--- config.mk ---
export PLATFORM = sky130hd
export DESIGN_NAME = aucohl_fifo_ctl
export DESIGN_NICKNAME = d
export VERILOG_FILES = /design/src/rtl/aucohl_fifo_ctl.sv
export SDC_FILE = /design/constraint.sdc
export NUM_CORES = 1
export LEC_CHECK = 0
export BUFFER_PORTS_ARGS = -buffer_cell sky130_fd_sc_hd__buf_4
export CORE_ASPECT_RATIO = 0.5
export CORE_MARGIN = 5
export CORE_UTILIZATION = 60
export CTS_BUF_LIST = sky130_fd_sc_hd__clkbuf_4 sky130_fd_sc_hd__clkbuf_8 sky130_fd_sc_hd__clkbuf_16
export DETAILED_ROUTE_END_ITERATION = 16
export GPL_TIMING_DRIVEN = 0
export PLACE_DENSITY = 0.79
export SLEW_MARGIN = 20
export SYNTH_ARGS = -nofsm -noshare
export SYNTH_HDL_FRONTEND = slang
export SYNTH_SLANG_ARGS = --single-unit
export TNS_END_PERCENT = 5
--- constraint.sdc ---
create_clock -name clk -period 3.75 [get_ports clk]
set_input_delay 0.5625 -clock clk [delete_from_list [all_inputs] [get_ports clk]]
set_output_delay 0.5625 -clock clk [all_outputs]
set_load 0.05 [all_outputs]
--- src/rtl/aucohl_fifo_ctl.sv ---
// aucohl_fifo_ctl: single-clock show-ahead FIFO with level count, programmable thresholds,
// synchronous flush and sticky overflow/underflow flags. Define AUCOHL_FIFO_PEAK_EN to add peak/clr_peak.
module aucohl_fifo_ctl #(
  parameter int DW = 8,
  parameter int AW = 4
) (
  input  logic          clk,
  input  logic          rst,
  input  logic          wr,
  input  logic [DW-1:0] wdata,
  input  logic          rd,
  output logic [DW-1:0] rdata,
  input  logic          flush,
  input  logic          clr_err,
  input  logic [AW:0]   af_thresh,
  input  logic [AW:0]   ae_thresh,
`ifdef AUCOHL_FIFO_PEAK_EN
  input  logic          clr_peak,
  output logic [AW:0]   peak,
`endif
  output logic          empty,
  output logic          full,
  output logic [AW:0]   level,
  output logic          almost_full,
  output logic          almost_empty,
  output logic          ovf,
  output logic          udf
);

  localparam int          DEPTH    = 1 << AW;
  localparam logic [AW:0] LVL_FULL = (AW+1)'(DEPTH);
  localparam logic [AW:0] LVL_ONE  = (AW+1)'(1);

  logic [DW-1:0] mem [DEPTH];
  logic [AW-1:0] w_ptr;
  logic [AW-1:0] r_ptr;
  logic [AW:0]   level_nxt;
  logic          rd_en;
  logic          wr_en;
  logic          ovf_evt;
  logic          udf_evt;

  assign empty        = (level == '0);
  assign full         = (level == LVL_FULL);
  assign almost_full  = (level >= af_thresh);
  assign almost_empty = (level <= ae_thresh);
  assign rdata        = mem[r_ptr];

  // A pending read frees the slot a write needs, so a full FIFO still accepts rd & wr together.
  assign rd_en   = rd && !empty && !flush;
  assign wr_en   = wr && (!full || rd) && !flush;
  assign ovf_evt = wr && full && !rd && !flush;
  assign udf_evt = rd && empty && !flush;

  always_comb begin
    level_nxt = level;
    if (flush)
      level_nxt = '0;
    else if (wr_en && !rd_en)
      level_nxt = level + LVL_ONE;
    else if (rd_en && !wr_en)
      level_nxt = level - LVL_ONE;
  end

  always_ff @(posedge clk or posedge rst) begin
    if (rst) begin
      w_ptr <= '0;
      r_ptr <= '0;
      level <= '0;
      ovf   <= 1'b0;
      udf   <= 1'b0;
    end else begin
      level <= level_nxt;
      // A new error event outranks clr_err in the same cycle.
      ovf   <= ovf_evt | (ovf & ~clr_err);
      udf   <= udf_evt | (udf & ~clr_err);
      if (flush) begin
        w_ptr <= '0;
        r_ptr <= '0;
      end else begin
        if (wr_en) w_ptr <= w_ptr + 1'b1;
        if (rd_en) r_ptr <= r_ptr + 1'b1;
      end
    end
  end

  always_ff @(posedge clk) begin
    if (wr_en) mem[w_ptr] <= wdata;
  end

`ifdef AUCOHL_FIFO_PEAK_EN
  always_ff @(posedge clk or posedge rst) begin
    if (rst)
      peak <= '0;
    else if (clr_peak || (level_nxt > peak))
      peak <= level_nxt;
  end
`endif

endmodule

# Word-level counts from Yosys, hierarchy flattened
# Memory sizes are Yosys's and may differ from the RTL's.
# Index checks and enable logic that the tools add are counted.
[classes]
n_addsub = 4
magnitude_cmp = 2
eq_ne = 1
mux = 9
n_bitwise = 5
reduce_logical = 22
[ops]
columns = ["operator", "n"]
rows = [
  ["$mux W4", 4],
  ["$mux W5", 3],
  ["$logic_and A1 B1 Y1", 11],
  ["$add A4 B1 Y4 const B", 2],
  ["$logic_not A1 Y1", 6],
  ["$add A5 B1 Y5 const B", 1],
  ["$eq A5 B5 Y1 const B", 1],
  ["$ge A5 B5 Y1", 1],
  ["$le A5 B5 Y1", 1],
  ["$logic_not A5 Y1", 1],
  ["$sub A5 B1 Y5 const B", 1],
  ["$reduce_bool A2 Y1", 2],
  ["$reduce_bool A3 Y1", 1],
  ["$and A1 B1 Y1", 2],
  ["$mux W1", 2],
  ["$or A1 B1 Y1", 2],
  ["$logic_or A1 B1 Y1", 1],
  ["$not A1 Y1", 1],
]
[totals]
regBits = 15
ram_bits = 128
input_bits = 24
out_inout_bits = 19
elab_cells = 49
n_memories = 1
[mem_list]
columns = ["name", "depth", "width", "rd", "rd_clocked_by_memory_dff", "write_ports", "line_no", "text"]
rows = [
  ["mem", 16, 8, 1, 0, 1, "34", "logic [DW-1:0] mem [DEPTH];"],
]

# Longest topological paths before layout
[logic_depth]
ltp_word = 10
ltp_mapped = 9
ltp_nobuf = 9

# Least setup slack after synthesis
# No wires, ideal clock.
[synth_timing]
kind = "register to register"
startpoint = "register level[1]"
endpoint = "register level[4]"
setup_ns = 0.082
arrival_ns = 2.991
t_required_ns = 3.668
slack_ns = 0.677
stages_incl_launch_ff = 10
path_buffers = 0
period_less_slack_ns = 3.073
cell_sequence = "dfrtp_1 -> or4_4 -> o21a_4 -> nand3b_1 -> fa_1 -> a21o_1 -> a21oi_1 -> nand4b_1 -> a21o_1 -> a31oi_1"
[synth_via]
elab_chain_len = 8
elab_cells_between_ends = 19
cone_classes = "2 x add/sub; 1 x eq/ne; 3 x mux; 13 x reduce/logical"
[synth_lines]
columns = ["item", "line_no", "text"]
rows = [
  ["start: declaration", "23", "output logic [AW:0] level,"],
  ["start signal: assignment", "73", "level <= level_nxt;"],
  ["parallel branches: the longest is 8 deep, another holds $sub A5 B1 Y5", "--", ""],
]
# Parallel ways; which one is timed is not known. The select of a mux whose other input is x is not followed.
# A chain may end at the register's enable or synchronous reset.

# Final worst setup path
[layout_timing]
startpoint = "register r_ptr[1]"
endpoint = "output port rdata[2]"
[layout_via]
elab_chain_len = 1
[layout_lines]
columns = ["item", "line_no", "text"]
rows = [
  ["start: declaration", "36", "logic [AW-1:0] r_ptr;"],
  ["start signal: assignment", "82", "if (rd_en) r_ptr <= r_ptr + 1'b1;"],
  ["$mem_v2 Z16 W8", "--", ""],
  ["end: declaration", "12", "output logic [DW-1:0] rdata,"],
]
# Every way passes these cells.

==> flow_metrics.env <==
export IMPL_finalMaxSlewViolations=0
export IMPL_intPower_mw=3.58
export IMPL_ys_dominant_reg_cell="edfxtp_1"
export IMPL_cts_resized=0
export IMPL_cp_num_buf_inv=3
export IMPL_final_common_cell="edfxtp_1"
export IMPL_relSlewSlack=0.388
export IMPL_drive_above_1_share=0.299
export IMPL_grt_max_degree=17
export IMPL_gp_congestion=0.830
export IMPL_p_seq_frac=0.358
export IMPL_htree_levels=4
export IMPL_drc=0
export IMPL_ys_ff_latch=143
export IMPL_final_hold_viol_count=0
export IMPL_die_h_um=81.2
export IMPL_critical_path_class="flop to primary output"
export IMPL_via_count=3324
export IMPL_fillers=578
export IMPL_outcome="completed"
export IMPL_clockBufferDepth=2
export IMPL_synth_top_area_frac=0.632
export IMPL_maxCapViolations=0
export IMPL_yosysSeqAreaShare=0.694
export IMPL_path_common_cell="mux4_2"
export IMPL_place_hpwl_um=8520
export IMPL_clock_sinks=143
export IMPL_layout_worst_path_cycle_share=0.913
export IMPL_drtIter0Drc=332
export IMPL_synthDistinctLibCells=35
export IMPL_finalSetupTns_ps=0
export IMPL_cts_made_buffers=17
export IMPL_drtAntennaViolNets=0
export IMPL_netlist_area_sq_um=6080
export IMPL_cts_setup_buffers=0
export IMPL_finClkSkew_ps=11.0
export IMPL_grt_pass1_wl_um=19900
export IMPL_die_x_um=152
export IMPL_rsz0062_at_grt="false"
export IMPL_p_comb_frac=0.307
export IMPL_crit_slowest_cell="buf_1"
export IMPL_die_area_sq_um=12400
export IMPL_crit_chain="clkbuf_1, buf_1, mux4_2, mux4_2, buf_4"
export IMPL_synth_area_top_cells="edfxtp_1, mux4_2, dfrtp_1"
export IMPL_period_needed_ps=3420
export IMPL_synthesis_nets=372
export IMPL_core_sq_um=10100
export IMPL_start_util=0.605
export IMPL_nets=432
export IMPL_syn_area_per_cell_sq_um=18.5
export IMPL_crit_path_max_incr_delay_ps=600
export IMPL_synthCells=328
export IMPL_drt_wl_total_um=13000
export IMPL_synth_area_leader_cell="edfxtp_1"
export IMPL_peakVddDrop_v=0.000554
export IMPL_firstDrtPassIters=5
export IMPL_rows=26
export IMPL_area_delta_synth_final_pct=18.0
export IMPL_power_switching_mw=1.61
export IMPL_antenna_found_initial=0
export IMPL_clkTransAtPathRegs_ps=60
export IMPL_cts_root_buf="clkbuf_16"
export IMPL_overflow=0
export IMPL_critPathTopFamily="buffers and inverters"
export IMPL_ys_warn_count=0
export IMPL_hold_class="input pin to asynchronous set/reset pin"
export IMPL_via_per_inst=6.14
export IMPL_p_clk_frac=0.335
export IMPL_synthArstFlopShare=0.105
export IMPL_mostFrequentLayoutCells="edfxtp_1, buf_4, mux4_2, nor2_1, ha_1"
export IMPL_worstPathRequired_ps=3190
export IMPL_crit_arrival_ps=2860
export IMPL_powerDensity_nw_per_um2=724
export IMPL_swShare=0.311
export IMPL_routedWlPerCell_um=24.0
export IMPL_port_buffers=41
export IMPL_crit_fanout=10
export IMPL_synth_edff_count=128
export IMPL_p_leak_nw=2.52
export IMPL_cts_tree="done"
export IMPL_grt_pass1_vias=3343
export IMPL_setup_viol_count_final=0
export IMPL_reg2regPathDepth=9
export IMPL_utilization=0.714
export IMPL_cp_start_kind="flop"
export IMPL_critical_path_depth=5
export IMPL_grtUsageTotal=0.224
export IMPL_ioPinCount=43
export IMPL_antenna_cells=0
export IMPL_tightest_slew_ps=918
export IMPL_cts_hold_buf=0
export IMPL_endpoint_kind="primary output"
export IMPL_clock_latency_ps=410
export IMPL_fmax_ghz=0.292
-- power groups by stage --
stage | Clock [mW] | Sequential, mW | Combinational, mW
after floorplan | 0 | 1.97 | 1.08
after global placement | 0 | 1.89 | 1.52
after CTS | 1.75 | 1.86 | 1.60
after global routing | 1.84 | 1.87 | 1.70
final | 1.74 | 1.86 | 1.60
after detailed placement | 0 | 1.89 | 1.58
-- state kept, by name, summed over array words and instances, names as in the netlist --
signal  flops
mem       128
level       5
r_ptr       4
w_ptr       4
ovf         1
udf         1
-- final cells by class --
| cell class | instances | area [sq um] | area share |
|---|---|---|---|
| sequential | 143 | 4220 | 0.588 |
| multi-input combinational | 157 | 1740 | 0.243 |
| clock buffer | 19 | 440 | 0.0614 |
| timing repair buffer | 41 | 308 | 0.0429 |
| tap | 140 | 175 | 0.0244 |
| clock inverter | 13 | 170 | 0.0237 |
| buffer | 13 | 61.3 | 0.00855 |
| inverter | 15 | 56.3 | 0.00785 |
-- layer usage --
metal  up-vias  wire (um)  part of all wire  GRT usage
met5         -          0                 0          0
met4         0        221             0.017     0.0700
met3        24       1120             0.086     0.0734
met2       170       6260              0.48      0.359
met1      1711       5360              0.41      0.299
li1       1419          -                 -          -
-- Yosys cell counts (2+ instances only) --
library cell,instances
mux2i_1,5
nand3_1,6
dfrtp_1,15
a21o_1,2
edfxtp_1,128
xnor2_1,3
nand3b_1,7
ha_1,19
nand2b_1,2
xor2_1,6
clkbuf_1,6
o21a_1,3
o22ai_1,2
mux4_2,40
a21oi_1,5
buf_4,3
o21ai_0,3
inv_1,15
nand2_1,9
nor2_1,30
nor2b_1,3
buf_1,3
-- metrics by stage --
stage	worst slack (ps)	area (sq um)	hold slack [ps]	instances	power, mW
global placement	685	6560	519	509	3.41
floorplan	677	6080	464	328	3.05
global route	243	7170	277	541	5.41
finish	326	7170	223	541	5.19
detailed placement	578	6560	534	509	3.48
CTS	310	7170	237	541	5.21
-- path summary, 6_finish.rpt --
check | end | slack (ps) | start
min in group clk | w_ptr[1] | 340 | flush
max in group asynchronous | r_ptr[0] | 3130 | rst
setup / recovery | rdata[2] | 330 | r_ptr[1]
hold reg to reg | udf | 540 | udf
setup reg to reg | level[4] | 550 | level[1]
hold / removal | level[4] | 220 | rst
-- cells by family (layout without fill, tap and decap cells) --
kind of cell | Yosys count | in the layout | synth area share
buf+inv | 28 | 101 | 0.0193
compound gates | 18 | 18 | 0.0195
fa+ha+maj | 20 | 20 | 0.0424
flops | 143 | 143 | 0.694
mux | 46 | 46 | 0.160
simple gates | 64 | 64 | 0.0517
xor+xnor | 9 | 9 | 0.0130
No activity file was read; power rests on OpenSTA's default activity.
